===== src/rtl/pwm_capture.sv =====
// PWM input measurement: synchronises an asynchronous PWM pin, counts period and
// high time between rising edges, and normalises duty with a background divider.
module pwm_capture #(
  parameter int WIDTH       = 12,
  parameter int DUTY_WIDTH  = 8,
  parameter int SYNC_STAGES = 2
) (
  input  logic                  clk_i,
  input  logic                  reset_ni,
  input  logic                  enable_ni,
  input  logic                  pwm_i,
  output logic [WIDTH-1:0]      period_o,
  output logic [WIDTH-1:0]      high_o,
  output logic [DUTY_WIDTH-1:0] duty_o,
  output logic                  valid_o,
  output logic                  stuck_o,
  output logic                  busy_o
);

  localparam logic [1:0] ST_IDLE    = 2'd0;
  localparam logic [1:0] ST_ARMED   = 2'd1;
  localparam logic [1:0] ST_MEASURE = 2'd2;

  localparam int CW = $clog2(DUTY_WIDTH + 1);
  localparam logic [CW-1:0]    LAST_STEP = CW'(DUTY_WIDTH - 1);
  // One below all-ones: the registered event becomes visible as the count saturates.
  localparam logic [WIDTH-1:0] SAT_TRIG  = {{(WIDTH-1){1'b1}}, 1'b0};

  logic [SYNC_STAGES-1:0] sync_q, sync_d;
  logic                   synced, synced_prev_q, rise;

  logic [1:0]            state_q, state_d;
  logic [WIDTH-1:0]      period_cnt_q, period_cnt_d;
  logic [WIDTH-1:0]      high_cnt_q, high_cnt_d;

  logic                  busy_q, busy_d;
  logic [CW-1:0]         div_cnt_q, div_cnt_d;
  logic [WIDTH-1:0]      div_rem_q, div_rem_d;
  logic [DUTY_WIDTH-1:0] div_quo_q, div_quo_d;
  logic [WIDTH-1:0]      div_per_q, div_per_d;
  logic [WIDTH-1:0]      div_high_q, div_high_d;
  logic                  div_sat_q, div_sat_d;

  logic [WIDTH-1:0]      period_q, period_d;
  logic [WIDTH-1:0]      high_q, high_d;
  logic [DUTY_WIDTH-1:0] duty_q, duty_d;
  logic                  valid_q, valid_d;
  logic                  stuck_q, stuck_d;

  logic                  capture, sat_event;
  logic [WIDTH:0]        rem_shift, rem_diff;
  logic                  rem_ge;
  logic [WIDTH-1:0]      rem_next;
  logic [DUTY_WIDTH:0]   quo_ext;
  logic [DUTY_WIDTH-1:0] quo_next;
  logic                  unused_bits;

  assign sync_d = {sync_q[SYNC_STAGES-2:0], pwm_i};
  assign synced = sync_q[SYNC_STAGES-1];
  assign rise   = synced & ~synced_prev_q;

  // Restoring divide step; remainder stays below the divisor so WIDTH bits hold it.
  assign rem_shift   = {div_rem_q, 1'b0};
  assign rem_diff    = rem_shift - {1'b0, div_per_q};
  assign rem_ge      = (rem_shift >= {1'b0, div_per_q});
  assign rem_next    = rem_ge ? rem_diff[WIDTH-1:0] : rem_shift[WIDTH-1:0];
  assign quo_ext     = {div_quo_q, rem_ge};
  assign quo_next    = quo_ext[DUTY_WIDTH-1:0];
  assign unused_bits = ^{rem_diff[WIDTH], quo_ext[DUTY_WIDTH]};

  always_comb begin
    state_d      = state_q;
    period_cnt_d = period_cnt_q;
    high_cnt_d   = high_cnt_q;
    busy_d       = busy_q;
    div_cnt_d    = div_cnt_q;
    div_rem_d    = div_rem_q;
    div_quo_d    = div_quo_q;
    div_per_d    = div_per_q;
    div_high_d   = div_high_q;
    div_sat_d    = div_sat_q;
    period_d     = period_q;
    high_d       = high_q;
    duty_d       = duty_q;
    valid_d      = 1'b0;
    stuck_d      = stuck_q;
    capture      = 1'b0;
    sat_event    = 1'b0;

    if (busy_q) begin
      div_rem_d = rem_next;
      div_quo_d = quo_next;
      div_cnt_d = div_cnt_q + 1'b1;
      if (div_cnt_q == LAST_STEP) begin
        busy_d   = 1'b0;
        valid_d  = 1'b1;
        stuck_d  = 1'b0;
        period_d = div_per_q;
        high_d   = div_high_q;
        duty_d   = div_sat_q ? '1 : quo_next;
      end
    end

    case (state_q)
      ST_IDLE: begin
        period_cnt_d = '0;
        high_cnt_d   = '0;
        state_d      = ST_ARMED;
      end
      ST_ARMED: begin
        period_cnt_d = period_cnt_q + 1'b1;
        high_cnt_d   = '0;
        if (rise) begin
          state_d      = ST_MEASURE;
          period_cnt_d = {{(WIDTH-1){1'b0}}, 1'b1};
          high_cnt_d   = {{(WIDTH-1){1'b0}}, 1'b1};
        end else if (period_cnt_q == SAT_TRIG) begin
          sat_event = 1'b1;
        end
      end
      ST_MEASURE: begin
        period_cnt_d = period_cnt_q + 1'b1;
        high_cnt_d   = high_cnt_q + {{(WIDTH-1){1'b0}}, synced};
        if (rise) begin
          capture      = 1'b1;
          period_cnt_d = {{(WIDTH-1){1'b0}}, 1'b1};
          high_cnt_d   = {{(WIDTH-1){1'b0}}, 1'b1};
        end else if (period_cnt_q == SAT_TRIG) begin
          sat_event = 1'b1;
        end
      end
      default: state_d = ST_IDLE;
    endcase

    // A capture arriving while the divider is still working is dropped.
    if (capture && !busy_q) begin
      busy_d     = 1'b1;
      div_cnt_d  = '0;
      div_rem_d  = high_cnt_q;
      div_quo_d  = '0;
      div_per_d  = period_cnt_q;
      div_high_d = high_cnt_q;
      div_sat_d  = (high_cnt_q >= period_cnt_q);
    end

    if (sat_event) begin
      state_d      = ST_ARMED;
      period_cnt_d = '0;
      high_cnt_d   = '0;
      busy_d       = 1'b0;
      valid_d      = 1'b1;
      stuck_d      = 1'b1;
      period_d     = '1;
      high_d       = synced ? '1 : '0;
      duty_d       = synced ? '1 : '0;
    end

    if (enable_ni) begin
      state_d      = ST_IDLE;
      period_cnt_d = '0;
      high_cnt_d   = '0;
      busy_d       = 1'b0;
      valid_d      = 1'b0;
      period_d     = period_q;
      high_d       = high_q;
      duty_d       = duty_q;
      stuck_d      = stuck_q;
    end
  end

  always_ff @(posedge clk_i or negedge reset_ni) begin
    if (!reset_ni) begin
      sync_q        <= '0;
      synced_prev_q <= 1'b0;
      state_q       <= ST_IDLE;
      period_cnt_q  <= '0;
      high_cnt_q    <= '0;
      busy_q        <= 1'b0;
      div_cnt_q     <= '0;
      div_rem_q     <= '0;
      div_quo_q     <= '0;
      div_per_q     <= '0;
      div_high_q    <= '0;
      div_sat_q     <= 1'b0;
      period_q      <= '0;
      high_q        <= '0;
      duty_q        <= '0;
      valid_q       <= 1'b0;
      stuck_q       <= 1'b0;
    end else begin
      sync_q        <= sync_d;
      synced_prev_q <= synced;
      state_q       <= state_d;
      period_cnt_q  <= period_cnt_d;
      high_cnt_q    <= high_cnt_d;
      busy_q        <= busy_d;
      div_cnt_q     <= div_cnt_d;
      div_rem_q     <= div_rem_d;
      div_quo_q     <= div_quo_d;
      div_per_q     <= div_per_d;
      div_high_q    <= div_high_d;
      div_sat_q     <= div_sat_d;
      period_q      <= period_d;
      high_q        <= high_d;
      duty_q        <= duty_d;
      valid_q       <= valid_d;
      stuck_q       <= stuck_d;
    end
  end

  // valid_o is a one-cycle pulse with no back-pressure: period_o, high_o, duty_o and
  // stuck_o change only in a cycle where valid_o is high (or at reset).
  assign period_o = period_q;
  assign high_o   = high_q;
  assign duty_o   = duty_q;
  assign valid_o  = valid_q;
  assign stuck_o  = stuck_q;
  assign busy_o   = busy_q;

endmodule

===== config.mk =====
export PLATFORM = sky130hd
export DESIGN_NAME = pwm_capture
export DESIGN_NICKNAME = d
export VERILOG_FILES = /design/src/rtl/pwm_capture.sv
export SDC_FILE = /design/constraint.sdc
export NUM_CORES = 1
export LEC_CHECK = 0
export CORE_MARGIN = 1
export CORE_UTILIZATION = 59
export CTS_CLUSTER_DIAMETER = 60
export DETAILED_ROUTE_END_ITERATION = 6
export PLACE_DENSITY = 0.91
export SYNTH_ARGS = -nofsm -noshare
export SYNTH_HDL_FRONTEND = slang
export SYNTH_SLANG_ARGS = --single-unit
export TNS_END_PERCENT = 100

===== constraint.sdc =====
create_clock -name clk_i -period 3.04 [get_ports clk_i]
set_clock_uncertainty 0.05 [all_clocks]
set_input_delay 0.304 -clock clk_i [delete_from_list [all_inputs] [get_ports clk_i]]
set_output_delay 0.304 -clock clk_i [all_outputs]
set_load 0.02 [all_outputs]

==> flow_metrics.env <==
export IMPL_status="finished clean"
export IMPL_syn_to_final_growth_pct=12.2
export IMPL_vias_per_cell=6.09
export IMPL_synthesis_nets=644
export IMPL_ir_drop_uv=371
export IMPL_cts_root_buf="clkbuf_8"
export IMPL_drv_slew=0
export IMPL_cts_buffer_depth=2
export IMPL_switching_share_pct=37.0
export IMPL_num_rows=35
export IMPL_syn_avg_cell_area_um2=9.65
export IMPL_wl_um=13400
export IMPL_cts_sinks=112
export IMPL_ys_top_cells_by_count="112 x dfrtp_1, 64 x nand2_1, 50 x o21ai_0"
export IMPL_grt_ovfl_total=0
export IMPL_hp_class="input pin to register"
export IMPL_path_clk_slew_ns=0.13
export IMPL_synth_top_area_cell="dfrtp_1"
export IMPL_drt_pre_antenna_iters=5
export IMPL_p_int_w=0.00249
export IMPL_crit_fanout=8
export IMPL_grt_max_degree=64
export IMPL_h_tree_depth=3
export IMPL_slew_headroom_pct=36.1
export IMPL_post_cts_buffers=0
export IMPL_p_leak_nw=2.87
export IMPL_ios=39
export IMPL_die_area_um2=10300
export IMPL_drive_gt1_share_pct=8.82
export IMPL_cts_tree="yes"
export IMPL_place_congestion=0.928
export IMPL_ys_top_cells_by_area="dfrtp_1 48%, ha_1 6.8%, o21ai_0 4.3%"
export IMPL_tightest_slew_ns=0.951
export IMPL_finalHoldViolCount=0
export IMPL_yosysWarnings=0
export IMPL_fin_crit_ns=2.49
export IMPL_finalCritPeriodShare_pct=82.1
export IMPL_grt_pass1_vias=4683
export IMPL_slowest_delay_ns=0.50
export IMPL_syn_inst=607
export IMPL_clock_latency_ns=0.39
export IMPL_ant_nets=0
export IMPL_setup_viol=0
export IMPL_yosysUniqueCellTypes=60
export IMPL_critPathKind="register to register"
export IMPL_wl_met1_um=5670
export IMPL_coreArea_um2=9420
export IMPL_ys_flop_type="dfrtp_1"
export IMPL_wl_per_cell_um=17.2
export IMPL_power_frac_clock_pct=23.0
export IMPL_cp_start_kind="register"
export IMPL_nFillCells=693
export IMPL_start_util_pct=62.2
export IMPL_fin_nets=678
export IMPL_p_comb_share_pct=33.3
export IMPL_p_per_area_nw_per_um2=602
export IMPL_io_buffers=38
export IMPL_crit_chain="ha_1 > a21o_1 > a21oi_1 > a21boi_1 > o31ai_2 > buf_4 > a41o_1 > a31oi_1"
export IMPL_setup_tns_ns=0
export IMPL_max_cap_violations=0
export IMPL_synth_top_area_share_pct=47.9
export IMPL_required_ns=3.24
export IMPL_fin_util_pct=69.8
export IMPL_die_w_um=102
export IMPL_antenna_cells=0
export IMPL_netlist_area_um2=5860
export IMPL_cp_slowest_cell="o31ai_2"
export IMPL_route_detailed_drc=0
export IMPL_synth_ff_latch_count=112
export IMPL_yosysMostFrequentCell="dfrtp_1"
export IMPL_route_top_layer_used="met4"
export IMPL_dr_wl_met3_um=702
export IMPL_fmax_ghz=0.401
export IMPL_p_switching_w=0.00146
export IMPL_seqPwrFrac_pct=43.7
export IMPL_vias=4718
export IMPL_worstPathArrival_ns=2.69
export IMPL_die_y_um=102
export IMPL_drt_iter0_drc=305
export IMPL_grt_use_total_pct=28.2
export IMPL_numCtsBuffers=9
export IMPL_place_hpwl_um=9600
export IMPL_synth_edff_count=0
export IMPL_rsz0062_at_grt="false"
export IMPL_grt_first_pass_wirelength_um=22600
export IMPL_critPathCaptureType="register"
export IMPL_async_flop_share_pct=100
export IMPL_ys_seq_area_share_pct=47.9
export IMPL_antenna_found_initial=0
export IMPL_met2_length_um=6640
==> repair_timing <==
action / in CTS / in global routing
hold buffers: 1 / 0
endpoints found under the hold margin: 49 / 0
gates resized for setup: 0 / 0
==> worst max-delay path, delay by kind of cell (launching register included) <==
| family | cells | cell delay (ns) |
|---|---|---|
| fa+ha+maj | 1 | 0.37 |
| buf+inv | 1 | 0.25 |
| compound gates | 6 | 1.27 |
| flops | 1 | 0.42 |
==> placed cells by master, fill, tap and decap left out, types with 3 or more instances in the layout <==
master and instances:
mux2_2 16, and3_1 8, o21ai_0 50, a21oi_1 35, a311oi_1 4, nand3_1 18
nand2_1 64, o21ai_1 19, a31oi_1 10, a41o_1 3, nand4_1 5, xnor2_1 14
nor3_1 14, ha_1 32, or3_1 4, inv_1 38, o22a_1 12, a211oi_1 4
o21a_1 4, inv_8 3, clkbuf_8 9, and2_0 3, a211o_1 3, a21o_1 8
nor2b_1 3, clkdlybuf4s50_1 37, buf_4 12, dfrtp_1 112, xor2_1 9, nand2b_1 5
nor2_1 43, o31ai_1 5
==> final cells by class <==
type	instances	area, um2	area share, %
clock buffers	9	124	1.88
clock inverters	7	82.6	1.26
inverters	39	148	2.25
multi-input cells	428	2770	42.1
flip-flops and latches	112	2800	42.6
well taps	129	161	2.46
repair buffers	51	490	7.46
==> sequential cells by signal (all words and copies together), names as in the netlist <==
signal         flops
div_high_q        12
div_sat_q          1
div_per_q         12
high_o            12
duty_o             8
period_o          12
busy_o             1
state_q            2
sync_q             2
period_cnt_q      12
high_cnt_q        12
stuck_o            1
valid_o            1
div_cnt_q          4
synced_prev_q      1
div_rem_q         12
div_quo_q          7
==> final timing paths <==
kind | start | to | slack (ns) | cells past startpoint
min in group asynchronous | reset_ni | high_o[6]$_DFFE_PN0P_ | 0.40 | 2
max in group asynchronous | reset_ni | div_per_q[2]$_DFFE_PN0P_ | 1.77 | 3
setup reg to reg | div_rem_q[2]$_DFFE_PN0P_ | div_rem_q[6]$_DFFE_PN0P_ | 0.55 | 8
hold / removal | pwm_i | sync_q[0]$_DFF_PN0_ | 0.30 | 1
setup / recovery | div_rem_q[2]$_DFFE_PN0P_ | div_rem_q[6]$_DFFE_PN0P_ | 0.55 | 8
hold reg to reg | sync_q[0]$_DFF_PN0_ | sync_q[1]$_DFF_PN0_ | 0.32 | 0
==> power groups by stage <==
stage	Clock, W	Sequential (W)	Combinational [W]
after floorplan	0	0.00171	0.00100
after detailed placement	0	0.00175	0.00128
final	0.000910	0.00173	0.00132
after global placement	0	0.00175	0.00122
after CTS	0.000914	0.00173	0.00130
after global routing	0.000977	0.00174	0.00147
==> metal layers <==
metal	vias to the layer above	GRT usage, %
li1	2211	-
met1	2319	37.4
met2	153	46.3
met3	35	4.76
met4	0	11.4
met5	-	0
==> through the flow <==
step                hold WS (ns)  power, W  cell area (um2)  instances  setup slack [ns]
floorplan                -0.0416   0.00271             5860        607             0.789
global placement           0.283   0.00297             6360        758             0.669
detailed placement         0.288   0.00304             6360        758             0.621
CTS                        0.308   0.00394             6570        775             0.596
global route               0.292   0.00419             6570        775             0.420
finish                     0.304   0.00396             6570        775             0.546
==> kinds of logic (layout without fill, tap and decap cells) <==
logic type      count (synthesis)  after routing  synth area share [%]
buf+inv                        67            106                  4.98
flops                         112            112                  47.9
mux                            16             16                  3.08
simple gates                  179            179                  14.4
fa+ha+maj                      33             33                  7.18
compound gates                177            177                  19.0
xor+xnor                       23             23                  3.44
No activity file was read; power rests on OpenSTA's default activity.
